### src/rtl/jtag_dmi_tap.sv
// JTAG TAP controller with RISC-V DTM (IDCODE, DTMCS, DMIACCESS, BYPASS).
// Optional macro JTAG_DMI_TAP_HARDRESET_EN enables DTMCS dmihardreset.
module jtag_dmi_tap #(
   parameter int unsigned IrLength    = 5,
   parameter logic [31:0] IdcodeValue = 32'h0000_0001,
   parameter int unsigned AbitsWidth  = 7
) (
   input  logic                  jtag_tck_i,
   input  logic                  jtag_trst_ni,
   input  logic                  jtag_tms_i,
   input  logic                  jtag_tdi_i,
   output logic                  jtag_tdo_o,
   output logic                  jtag_tdo_oe_o,
   output logic                  dmi_req_valid_o,
   input  logic                  dmi_req_ready_i,
   output logic [AbitsWidth-1:0] dmi_req_addr_o,
   output logic [31:0]           dmi_req_data_o,
   output logic [1:0]            dmi_req_op_o,
   input  logic                  dmi_resp_valid_i,
   output logic                  dmi_resp_ready_o,
   input  logic [31:0]           dmi_resp_data_i,
   input  logic [1:0]            dmi_resp_resp_i
);

   localparam int unsigned DrW = AbitsWidth + 34;

   localparam logic [IrLength-1:0] IrIdcode = IrLength'(5'h01);
   localparam logic [IrLength-1:0] IrDtmcs  = IrLength'(5'h10);
   localparam logic [IrLength-1:0] IrDmi    = IrLength'(5'h11);
   localparam logic [IrLength-1:0] IrCap    = IrLength'(5'b00101);

   typedef enum logic [3:0] {
      TLR, RTI,
      SEL_DR, CAP_DR, SHIFT_DR, EXIT1_DR, PAUSE_DR, EXIT2_DR, UPD_DR,
      SEL_IR, CAP_IR, SHIFT_IR, EXIT1_IR, PAUSE_IR, EXIT2_IR, UPD_IR
   } tap_e;

   typedef enum logic [1:0] {
      SEL_BYPASS, SEL_IDCODE, SEL_DTMCS, SEL_DMI
   } dr_sel_e;

   typedef enum logic [1:0] {
      T_IDLE, T_REQ, T_WAIT
   } txn_e;

   tap_e                  tap;
   dr_sel_e               dr_sel;
   txn_e                  txn;
   logic [IrLength-1:0]   ir;
   logic [IrLength-1:0]   ir_shift;
   logic [DrW-1:0]        dr_shift;
   logic [1:0]            sticky;
   logic [31:0]           last_data;
   logic [31:0]           dtmcs_val;
   logic                  busy;
   logic                  cap_dmi;
   logic                  upd_dmi;
   logic                  upd_dtmcs;
   logic                  launch_op;

   assign busy      = (txn != T_IDLE);
   assign cap_dmi   = (tap == CAP_DR) && (dr_sel == SEL_DMI);
   assign upd_dmi   = (tap == UPD_DR) && (dr_sel == SEL_DMI);
   assign upd_dtmcs = (tap == UPD_DR) && (dr_sel == SEL_DTMCS);
   assign launch_op = (dr_shift[1:0] == 2'd1) || (dr_shift[1:0] == 2'd2);

   // version 1, abits, dmistat = sticky, idle 1; reset bits read 0
   assign dtmcs_val = {14'd0, 1'b0, 1'b0, 1'b0, 3'd1, sticky,
                       6'(AbitsWidth), 4'd1};

   // 16-state TAP controller stepped by TMS
   always_ff @(posedge jtag_tck_i or negedge jtag_trst_ni) begin
      if (!jtag_trst_ni) begin
         tap <= TLR;
      end else begin
         unique case (tap)
            TLR:      tap <= jtag_tms_i ? TLR      : RTI;
            RTI:      tap <= jtag_tms_i ? SEL_DR   : RTI;
            SEL_DR:   tap <= jtag_tms_i ? SEL_IR   : CAP_DR;
            CAP_DR:   tap <= jtag_tms_i ? EXIT1_DR : SHIFT_DR;
            SHIFT_DR: tap <= jtag_tms_i ? EXIT1_DR : SHIFT_DR;
            EXIT1_DR: tap <= jtag_tms_i ? UPD_DR   : PAUSE_DR;
            PAUSE_DR: tap <= jtag_tms_i ? EXIT2_DR : PAUSE_DR;
            EXIT2_DR: tap <= jtag_tms_i ? UPD_DR   : SHIFT_DR;
            UPD_DR:   tap <= jtag_tms_i ? SEL_DR   : RTI;
            SEL_IR:   tap <= jtag_tms_i ? TLR      : CAP_IR;
            CAP_IR:   tap <= jtag_tms_i ? EXIT1_IR : SHIFT_IR;
            SHIFT_IR: tap <= jtag_tms_i ? EXIT1_IR : SHIFT_IR;
            EXIT1_IR: tap <= jtag_tms_i ? UPD_IR   : PAUSE_IR;
            PAUSE_IR: tap <= jtag_tms_i ? EXIT2_IR : PAUSE_IR;
            EXIT2_IR: tap <= jtag_tms_i ? UPD_IR   : SHIFT_IR;
            UPD_IR:   tap <= jtag_tms_i ? SEL_DR   : RTI;
         endcase
      end
   end

   // Instruction register capture, shift and commit
   always_ff @(posedge jtag_tck_i or negedge jtag_trst_ni) begin
      if (!jtag_trst_ni) begin
         ir       <= IrIdcode;
         ir_shift <= '0;
      end else begin
         unique case (1'b1)
            tap == TLR:      ir       <= IrIdcode;
            tap == CAP_IR:   ir_shift <= IrCap;
            tap == SHIFT_IR: ir_shift <= {jtag_tdi_i, ir_shift[IrLength-1:1]};
            tap == UPD_IR:   ir       <= ir_shift;
            default: ;
         endcase
      end
   end

   // Unknown instructions fall back to BYPASS
   always_comb begin
      dr_sel = SEL_BYPASS;
      unique case (1'b1)
         ir == IrIdcode: dr_sel = SEL_IDCODE;
         ir == IrDtmcs:  dr_sel = SEL_DTMCS;
         ir == IrDmi:    dr_sel = SEL_DMI;
         default:        dr_sel = SEL_BYPASS;
      endcase
   end

   // Shared DR shifter; length follows the selected register
   always_ff @(posedge jtag_tck_i or negedge jtag_trst_ni) begin
      if (!jtag_trst_ni) begin
         dr_shift <= '0;
      end else if (tap == CAP_DR) begin
         unique case (dr_sel)
            SEL_IDCODE: dr_shift <= DrW'(IdcodeValue);
            SEL_DTMCS:  dr_shift <= DrW'(dtmcs_val);
            SEL_DMI:    dr_shift <= {dmi_req_addr_o, last_data,
                                     busy ? 2'd3 : sticky};
            SEL_BYPASS: dr_shift <= '0;
         endcase
      end else if (tap == SHIFT_DR) begin
         unique case (dr_sel)
            SEL_DMI:
               dr_shift <= {jtag_tdi_i, dr_shift[DrW-1:1]};
            SEL_IDCODE, SEL_DTMCS:
               dr_shift <= {dr_shift[DrW-1:32], jtag_tdi_i, dr_shift[31:1]};
            SEL_BYPASS:
               dr_shift <= {dr_shift[DrW-1:1], jtag_tdi_i};
         endcase
      end
   end

   // TDO and its enable launch on the falling edge
   always_ff @(negedge jtag_tck_i or negedge jtag_trst_ni) begin
      if (!jtag_trst_ni) begin
         jtag_tdo_o    <= 1'b0;
         jtag_tdo_oe_o <= 1'b0;
      end else begin
         jtag_tdo_oe_o <= (tap == SHIFT_IR) || (tap == SHIFT_DR);
         unique case (1'b1)
            tap == SHIFT_IR: jtag_tdo_o <= ir_shift[0];
            tap == SHIFT_DR: jtag_tdo_o <= dr_shift[0];
            default:         jtag_tdo_o <= 1'b0;
         endcase
      end
   end

   // DMI transaction FSM plus sticky error bookkeeping
   always_ff @(posedge jtag_tck_i or negedge jtag_trst_ni) begin
      if (!jtag_trst_ni) begin
         txn              <= T_IDLE;
         dmi_req_valid_o  <= 1'b0;
         dmi_req_addr_o   <= '0;
         dmi_req_data_o   <= '0;
         dmi_req_op_o     <= '0;
         dmi_resp_ready_o <= 1'b0;
         sticky           <= '0;
         last_data        <= '0;
      end else begin
         case (txn)
            T_IDLE: begin
               if (upd_dmi && sticky == 2'd0 && launch_op) begin
                  dmi_req_addr_o  <= dr_shift[DrW-1:34];
                  dmi_req_data_o  <= dr_shift[33:2];
                  dmi_req_op_o    <= dr_shift[1:0];
                  dmi_req_valid_o <= 1'b1;
                  txn             <= T_REQ;
               end
            end
            T_REQ: begin
               if (dmi_req_ready_i) begin
                  dmi_req_valid_o  <= 1'b0;
                  dmi_resp_ready_o <= 1'b1;
                  txn              <= T_WAIT;
               end
            end
            T_WAIT: begin
               if (dmi_resp_valid_i) begin
                  last_data        <= dmi_resp_data_i;
                  dmi_resp_ready_o <= 1'b0;
                  txn              <= T_IDLE;
                  if (dmi_resp_resp_i == 2'd2) sticky <= 2'd2;
               end
            end
            default: begin
               dmi_req_valid_o  <= 1'b0;
               dmi_resp_ready_o <= 1'b0;
               txn              <= T_IDLE;
            end
         endcase
         // A DMI scan that overlaps a transaction reports busy
         if ((cap_dmi || upd_dmi) && busy) sticky <= 2'd3;
         if (upd_dtmcs && dr_shift[16]) sticky <= 2'd0;
`ifdef JTAG_DMI_TAP_HARDRESET_EN
         if (upd_dtmcs && dr_shift[17]) begin
            txn              <= T_IDLE;
            dmi_req_valid_o  <= 1'b0;
            dmi_resp_ready_o <= 1'b0;
            sticky           <= 2'd0;
            last_data        <= '0;
         end
`endif
      end
   end

endmodule
### config.mk
export PLATFORM = sky130hd
export DESIGN_NAME = jtag_dmi_tap
export DESIGN_NICKNAME = d
export VERILOG_FILES = /design/src/rtl/jtag_dmi_tap.sv
export SDC_FILE = /design/constraint.sdc
export NUM_CORES = 1
export LEC_CHECK = 0
export BUFFER_PORTS_ARGS = -buffer_cell sky130_fd_sc_hd__buf_4
export CAP_MARGIN = 25
export CORE_MARGIN = 8
export CORE_UTILIZATION = 61
export CTS_CLUSTER_DIAMETER = 120
export DETAILED_ROUTE_END_ITERATION = 7
export PLACE_DENSITY = 0.83
export RECOVER_POWER = 50
export SETUP_SLACK_MARGIN = 0.1
export SYNTH_ARGS = -nofsm -noshare
export SYNTH_HDL_FRONTEND = slang
export SYNTH_SLANG_ARGS = --single-unit
### constraint.sdc
create_clock -name jtag_tck_i -period 5.6 [get_ports jtag_tck_i]
set_clock_uncertainty 0.15 [all_clocks]
set_input_delay 0.56 -clock jtag_tck_i [delete_from_list [all_inputs] [get_ports jtag_tck_i]]
set_output_delay 0.56 -clock jtag_tck_i [all_outputs]
set_load 0.005 [all_outputs]
# == Word-level counts from Yosys, hierarchy flattened ==
# Index checks and enable logic that the tools add are counted.
# word_totals
ff_bits,136
out_inout_bits,45
wordCells,119
# classes
n_eq_ne,31
mux,37
n_bitwise,2
n_reduce_logical,33
# ops
cell,count
$pmux 41 s4,1
$pmux 41 s3,1
$mux 41,2
$pmux 4 s12,1
$eq 4x4->1 const B,8
$mux 2,12
$pmux 5 s2,2
$eq 4x3->1 const B,4
$mux 4,4
$reduce_and 3->1,5
$pmux 2 s3,2
$eq 2x2->1 const B,5
$eq 5x5->1 const B,2
$ne 2x2->1 const B,5
$reduce_bool 3->1,3
$eq 4x2->1 const B,2
$reduce_bool 2->1,4
$logic_and 1x1->1,7
$mux 1,7
$eq 2x1->1 const B,3
$logic_not 2->1,3
$mux 3,2
$pmux 1 s3,2
$reduce_and 2->1,3
other kinds (8),13

# == Depth between registers and ports, before layout ==
# Gate-level depths: netlist (run 1).
# logic_depth
ltp_word,8
ltp_mapped,10
mapped_depth_nobuf,7

==> results.md, run 1 <==
- The count of buffers inserted at the top-level ports is 84.
- CTS built an H-tree with a depth of 4.
- The tightest slew margin relative to the limit is -41.93%.
- The min-delay analysis places its worst path in the category input port to register.
- After global routing the overflow that remains totals 0.
- The count of vias placed by the detailed router is 4304.
- The final net count is 615.
- Of the cells placed in the final design, the portion with a size suffix greater than 1 is 31.90%.
- Summed over all nets, the half-perimeter wirelength after detailed placement is 8498 um.
- Sequential cells burn 40.3% of the power.
- The overall die width is 114.8 um.
- By area the synthesized netlist is led by dfrtp_1 (56%), mux2_2 (13%), a32oi_1 (3.5%).
- The Yosys step of the flow raised 0 warnings.
- The clock reaches the later pin of the worst-skew pair after 0.53 ns.
- The root buffer cell chosen for the clock tree is clkbuf_8.
- Summing the areas of all compound-gate instances in the mapped netlist gives 14.00% of the synthesized area.
- The floorplan step defined a core boundary enclosing 9639 um2.
- The routability congestion estimate is 0.8209.
- In this run the count of I/O pins placed on the die edge is 85.
- In this run, post-CTS repair resized a total of 0 instances.
- The clock network is responsible for 33.0% of the overall power.
- A synthesized cell averages 11.87 um2.
- At the worst endpoint, the arrival time is 1.90 ns.
- The max-slew violation count is 71.
- Once layout is complete, the utilization of the core stands at 74.92%.
- The proportion of synthesized flip-flops having asynchronous set or reset is 100.0%.
- The library cell occupying the most area in the post-synthesis netlist is dfrtp_1.
- The fraction of the mapped netlist area in simple logic gates is 9.301%.
- The share of the yosys chip area belonging to registers is 57.13%.
- The distinct cell type count after synthesis is 50.
- Summing every instance area after synthesis gives 5959 um2.
- Leaving out filler cells and counting taps, the final layout contains 716.
- The violation count after the first detailed-route iteration is 369.
- Across every metal layer, demand over resource in global routing totals 21.53%.
- In this run, synthesis produced a sequential element count of 136.
- Setup repair after global routing left no endpoint under its margin.
- The total count of hold-check failures in the final report was 0.
- The die is 114.8 um tall.
- The detailed-route DRC error count is 0.
- The count of maximum capacitance violations is 2.
- Net switching is 32.73% of the power.
- Setup violations remaining at the end of the flow were counted as 0.
- IR analysis of the VDD net gives a maximum drop of 0.2323 mV.
- Of the total synthesized cell area, the portion taken by XOR and XNOR cells is 0.1470%.
- The number of antenna violations at the first check in global routing came to 0.
- The CTS sink count is 136.
- Synthesis handed over a netlist of 502 instances.
- The checks that failed: max-capacitance violations, max-slew violations.
- For this run, the leading register cell type out of synthesis is dfrtp_1.
- The residual antenna-violating net count after detailed routing is 0.
- The top cell type by area accounts for 55.85% of the synthesized area.
- The final routed wire length divided by cell count is 18.89 um.
- The analysis attributes to cell leakage a power of 3.504 nW.
- By area, the combinational part of the netlist is dominated by multiplexers.
- The reported net switching power is 1.102 mW.
- After floorplanning, the core was divided into 36 placement rows.
- The internal power contribution is 2.264 mW.
- The synthesized design contains 0 enable-type register cells.
- In this run, CTS created clock tree buffers numbering 17.
- Synthesis produced a netlist with a net count of 544.
- The pin count of the biggest net entering global routing is 88.
- The number of vias per cell after detailed routing is 6.011.
- The synthesized netlist devotes 0.4199% of its cell area to adder and majority cells.
- The multiplexer share of the synthesized area is 15.47%.
- The via count of the first global-routing pass was 4527.
- The final layout contains routed wiring with a total length of 13520 um.
- In the final timing run, aggregate negative setup slack is 0 ns.
- The area added between synthesis and finish is 21.18%.
- The combinational fraction of design power is 26.7%.
- The repair_antennas step left the layout with diodes totalling 0.
- The wire length of the first global-routing pass is 22320 um.
- STA classifies the critical path endpoint as a register.
- The post-CTS clock slew at the launch and capture registers of the worst setup and hold paths is 0.06 ns.
- The first TritonRoute pass finished after 5 iterations.
- The clock passes through at most 2 buffers.
- The flow ran to the end, but the final reports show violations.
- Once the floorplan was initialized, standard cells occupied 61.83% of the core.
- The critical setup path kind is register to register.
- The worst setup path is launched from a register.
- For the worst setup path, the data required time is 2.95 ns.
- Summing internal, switching and leakage power gives 3.366 mW.
- The floorplan step defined a die boundary enclosing 13190 um2.
- The areal power density over the cells is 466.1 nW/um2.
- Of all nets on the critical path, the largest fanout is 28.
- TritonCTS built the clock tree.
- For the pin with the worst max-slew slack, the measured transition is 2.129 ns.
- Once placement completed, the tool counted placed cells totaling 685.
[per-layer routing]
layer / wire length, um / up-vias / global-route usage (%)
met5: 0 / - / 0
met2: 6727 / 162 / 34.02
met3: 854 / 30 / 6.355
met4: 298 / 0 / 8.231
li1: - / 1965 / -
met1: 5642 / 2147 / 27.45
[final cells by class]
class / count / area [um2]
clock inverters: 7 / 118.9
repair buffers: 92 / 686.9
well taps: 133 / 166.4
inverters: 4 / 15.01
fillers: 650 / 2417
clock buffers: 22 / 473.0
flip-flops and latches: 136 / 3405
multi-input cells: 322 / 2357
[state kept, by name (all words and copies together), names as in the netlist]
name / count
txn: 2
last_data: 32
ir: 5
dmi_req_addr_o: 7
dmi_resp_ready_o: 1
dmi_req_valid_o: 1
jtag_tdo_o: 1
sticky: 2
dmi_req_op_o: 2
tap: 4
ir_shift: 5
dmi_req_data_o: 32
dr_shift: 41
jtag_tdo_oe_o: 1
[critical path, cell delays in order, from the launching register on]
cell and delay [ns]:
dfrtp_1 0.83, or3b_2 0.26, nor2_1 0.05, a32o_1 0.23
[through the flow]
stage	cell area [um2]	setup WS, ns	hold slack [ns]
detailed placement	6623	1.146	0.3312
global placement	6623	1.199	0.3203
global route	7222	0.9479	0.1012
finish	7222	1.051	0.1148
CTS	7224	1.063	0.1042
floorplan	5959	1.296	0.1144
[power groups by stage]
stage | Combinational, mW | Sequential [mW] | Clock [mW]
floorplan | 0.759 | 1.26 | 0
global route | 0.993 | 1.38 | 1.17
detailed placement | 0.872 | 1.36 | 0
finish | 0.899 | 1.36 | 1.11
global placement | 0.830 | 1.35 | 0
CTS | 0.894 | 1.35 | 1.12
[Yosys cell counts, drive strengths merged, types with 4 or more instances]
| cell | number |
|---|---|
| nand2 | 33 |
| dfrtp | 133 |
| mux2 | 73 |
| mux2i | 10 |
| a21o | 5 |
| nor2 | 38 |
| a21oi | 41 |
| inv | 4 |
| a32oi | 24 |
| clkbuf | 26 |
| o22ai | 6 |
| nor2b | 6 |
| o31ai | 10 |
| and3 | 10 |
| buf | 14 |
| o22a | 6 |
| o21ai | 20 |
[path summary, 6_finish.rpt]
path,startpoint,to,slack (ns),cells past startpoint
hold / removal,dmi_resp_data_i[25],last_data[25],0.11,2
min in group asynchronous,jtag_trst_ni,txn[0],0.39,2
setup / recovery,tap[0],jtag_tdo_o,1.05,3
setup reg to reg,tap[0],jtag_tdo_o,1.05,3
hold reg to reg,dmi_req_valid_o,dmi_req_valid_o,0.33,1
max in group asynchronous,jtag_trst_ni,jtag_tdo_oe_o,1.80,2
[what timing repair did]
item | in CTS | in global routing
hold endpoints to repair | 47 | 0
buffers inserted | 0 | 0
hold buffers | 1 | 0
[cells in the final DEF (no fill, tap or decap), types with 3 or more instances in the layout]
| cell type | Yosys | final |
|---|---|---|
| buf_4 | 0 | 50 |
| nand2_1 | 33 | 33 |
| mux2_1 | 5 | 5 |
| clkbuf_16 | 0 | 16 |
| o21ai_0 | 20 | 20 |
| and3_1 | 10 | 10 |
| clkbuf_8 | 0 | 5 |
| o22ai_1 | 6 | 6 |
| inv_1 | 4 | 4 |
| a31oi_1 | 3 | 3 |
| nor3_1 | 3 | 3 |
| dfrtp_1 | 133 | 133 |
| bufinv_16 | 0 | 3 |
| o31ai_1 | 10 | 10 |
| a21oi_1 | 40 | 40 |
| a21o_1 | 5 | 5 |
| a32oi_1 | 24 | 24 |
| mux2_2 | 68 | 68 |
| clkbuf_1 | 26 | 9 |
| nand3b_1 | 3 | 3 |
| nor2_1 | 38 | 38 |
| o22a_1 | 6 | 6 |
| mux2i_1 | 10 | 10 |
| nor2b_1 | 6 | 6 |
| clkbuf_4 | 0 | 31 |
| nand2b_1 | 3 | 3 |
[cells by family (layout without fill, tap and decap cells)]
family,count (synthesis),in the layout
multiplexers,83,83
XOR/XNOR,1,1
adder cells (fa/ha/maj),2,2
flip-flops,136,136
buffers and inverters,44,125
AO/OA/AOI/OAI,126,126
AND/OR/NAND/NOR,110,110
Note: power is estimated with default switching activity, not from simulation.
==> inputs of run 2 (changes only) <==
CORE_UTILIZATION = 51   (was 61)
PLACE_DENSITY = 0.74   (was 0.83)
clock period = 4.05 ns   (was 5.6 ns; I/O delays follow)
==> run 2 against run 1 <==
The flow still finishes with violations (max-capacitance violations, max-slew violations). Die area rose by 17%. Clock-buffer cell count down 5. Register-to-register slack got worse by 0.58 ns. Final area increased by 0.42%. Sequential share of layout area decreased by 0.20 points. Combinational power up 42%. Critical path depth stayed put. Power increased by 39%. Sequential power rose by 35%. First-iteration DRC count is 21% lower. Final cell count up 2.1%. Global-route usage shrank 3.3 points.
==> results.md, run 2 (same netlist as run 1, synthesis figures left out) <==
- The fraction of final layout cells with drive strength greater than 1 is 33.67% (was 31.90%).
- The number of vias per cell after detailed routing is 5.713 (was 6.011).
- The kind of end point of the critical path is a register (unchanged).
- The count of final setup violators is 0 (unchanged).
- Biggest regs: dr_shift x41, dmi_req_data_o x32, last_data x32 (unchanged).
- RSZ-0062 raised after global routing: false (unchanged).
- The HPWL reported at the end of detailed placement was 8749 um (was 8498 um).
- The residual antenna-violating net count after detailed routing is 0 (unchanged).
- The number of post-CTS setup repair buffers is 0 (unchanged).
- The routability congestion estimate came to 0.7776 (was 0.8209).
- The tightest slew margin relative to the limit is -15.64% (was -41.93%).
- The pin count of the biggest net entering global routing is 73 (was 88).
- The utilization after layout is 63.51% (was 74.92%).
- The area used by multi-input combinational logic is 2357 um2 (unchanged).
- Commonest cells after routing, fill and taps aside: dfrtp_1 (133), buf_4 (70), mux2_2 (68) (was dfrtp_1 (133), mux2_2 (68), buf_4 (50)).
- The kind of path behind the tightest hold check is input port to register (unchanged).
- The max-slew violation count is 73 (was 71).
- The floorplan die area is 15400 um2 (was 13190 um2).
- The area added between synthesis and finish is 21.69% (was 21.18%).
- The library cell used as clock root buffer is clkbuf_16 (was clkbuf_8).
- The starting density of the core is 52.19% (was 61.83%).
- The count of instances resized after the clock tree is built is 0 (unchanged).
- The layout filler cell count is 908 (was 650).
- The critical setup path kind is register to register (unchanged).
- The height of the chip is 124.1 um (was 114.8 um).
- The first-pass iteration count of the detailed router is 4 (was 5).
- The violation count after the first detailed-route iteration was 292 (was 369).
- The transition time of the tightest slew-check pin came to 1.735 ns (was 2.129 ns).
- The total wirelength of the detailed-routed design is 13160 um (was 13520 um).
- The sequential cell area is 3405 um2 (unchanged).
- The highest ir drop seen on vdd is 0.4323 mV (was 0.2323 mV).
- The maximum net fanout on the critical path came to 21 (was 28).
- The hold buffer count at cts is 0 (was 1).
- The startpoint kind of the worst setup timing path is a register (unchanged).
- Violations in the final reports: max-capacitance violations, max-slew violations (unchanged).
- The wire length of the first global-routing pass is 21580 um (was 22320 um).
- The overall power came to 4.666 mW (was 3.366 mW).
- The leakage power is 3.520 nW (was 3.504 nW).
- The register name with the most flops was dr_shift (unchanged).
- The count of maximum capacitance violations is 1 (was 2).
- The most common cell after layout, fill and taps aside is dfrtp_1 (unchanged).
- The global routing usage summed across all routing layers came to 18.20% (was 21.53%).
- The via count of the first global-routing pass is 4418 (was 4527).
- The count of vias placed by the detailed router is 4176 (was 4304).
- The required time at the worst-slack endpoint was 2.30 ns (was 2.95 ns).
- The number of antenna diodes is 0 (unchanged).
- The number of top-level pins was 85 (unchanged).
- The area of the core is 11420 um2 (was 9639 um2).
- The number of flip-flops under the largest register name is 41 (unchanged).
- The clock buffer count from CTS is 17 (unchanged).
- The number of antenna violations at the first check in global routing came to 0 (unchanged).
- The final routed wire length divided by cell count is 18.00 um (was 18.89 um).
- The clock tree from TritonCTS is built (unchanged).
- The depth of the most critical reg-to-reg path is 3 (unchanged).
- The launch point of the worst hold path was dmi_resp_data_i[21] (was dmi_resp_data_i[25]).
- The total count of hold-check failures in the final report is 0 (unchanged).
- The reg2reg setup slack is 0.47 ns (was 1.05 ns).
- The final net count is 617 (was 615).
- The worst-case clock buffer depth came to 2 (unchanged).
- The number of levels in the clock H-tree is 4 (unchanged).
- The endpoint of the lowest-slack register-to-register path is jtag_tdo_o (unchanged).
- The CTS sink count came to 136 (unchanged).
- The detailed-route DRC error count is 0 (unchanged).
- The aggregate negative setup slack is 0 ns (unchanged).
- Result of the run: finished, violations left (unchanged).
- The clock latency at the later pin of the worst-skew pair is 0.42 ns (was 0.53 ns).
- The arrival time at the worst endpoint is 1.83 ns (was 1.90 ns).
- The areal power density over the cells is 643.3 nW/um2 (was 466.1 nW/um2).
- The cell row count was 39 (was 36).
- The origin of the critical flop-to-flop path is tap[1] (was tap[0]).
- The overall die width is 124.1 um (was 114.8 um).
- The number of instances on the worst hold path was 2 (unchanged).
- The post-CTS clock slew at the launch and capture registers of the worst setup and hold paths is 0.06 ns (about the same).
- The worst min-delay path endpoint is last_data[21] (was last_data[25]).
- The worst hold margin came to 0.06343 ns (was 0.1148 ns).
- The global route total overflow is 0 (unchanged).
- The count of buffers inserted at the top-level ports came to 84 (unchanged).
==> run 2: cell types whose count changed in the layout (fill, tap and decap cells not counted), sizes merged <==
cell,previous run,this run
clkbuf,61,41
buf,52,70
clkinvlp,2,7
clkinv,2,4
dlygate4sd3,1,0
inv,4,5
==> run 2: through the flow <==
| step | area, um2 | setup WS (ns) | std cells |
|---|---|---|---|
| final | 7252 | 0.4714 | 731 |
| after global routing | 7252 | 0.3733 | 731 |
| after CTS | 7269 | 0.4782 | 731 |
| after detailed placement | 6665 | 0.5119 | 699 |
| after global placement | 6665 | 0.5560 | 699 |
| after floorplan | 5959 | 0.5214 | 502 |
==> run 2: worst max-delay path by stage <==
stage / end / slack, ns / startpoint
after global placement: jtag_tdo_o / 0.56 / tap[1]
after detailed placement: jtag_tdo_o / 0.51 / tap[2]
after global routing: jtag_tdo_o / 0.37 / tap[1]
after floorplan: jtag_tdo_o / 0.52 / tap[3]
final: jtag_tdo_o / 0.47 / tap[1]
after CTS: jtag_tdo_o / 0.48 / tap[1]
==> run 2: report_power, final <==
group / total [mW] / internal (mW) / switching [mW]
clock network: 1.55 / 0.966 / 0.584
registers: 1.83 / 1.59 / 0.237
logic: 1.28 / 0.559 / 0.725
==> run 2: area by class of cell <==
cell class,instances,share of cell area [%]
timing repair buffer,94,9.541
inverter,4,0.2070
clock buffer,17,5.866
multi-input combinational,322,32.51
sequential,136,46.95
tap,143,2.467
clock inverter,15,2.467
==> run 2: metal layers <==
metal	part of all wire [%]	track usage (%)	wire, um	vias to the layer above
met4	1.4	7.435	187	0
met3	6.7	6.437	876	15
met5	0	0	0	-
li1	-	-	-	1975
met2	48	28.39	6258	119
met1	44	22.67	5835	2067
==> run 2: critical path: stages, from the launching register on <==
cell and delay [ns]:
dfrtp_1 0.58, or3b_2 0.55, nor2_1 0.14, a32o_1 0.14
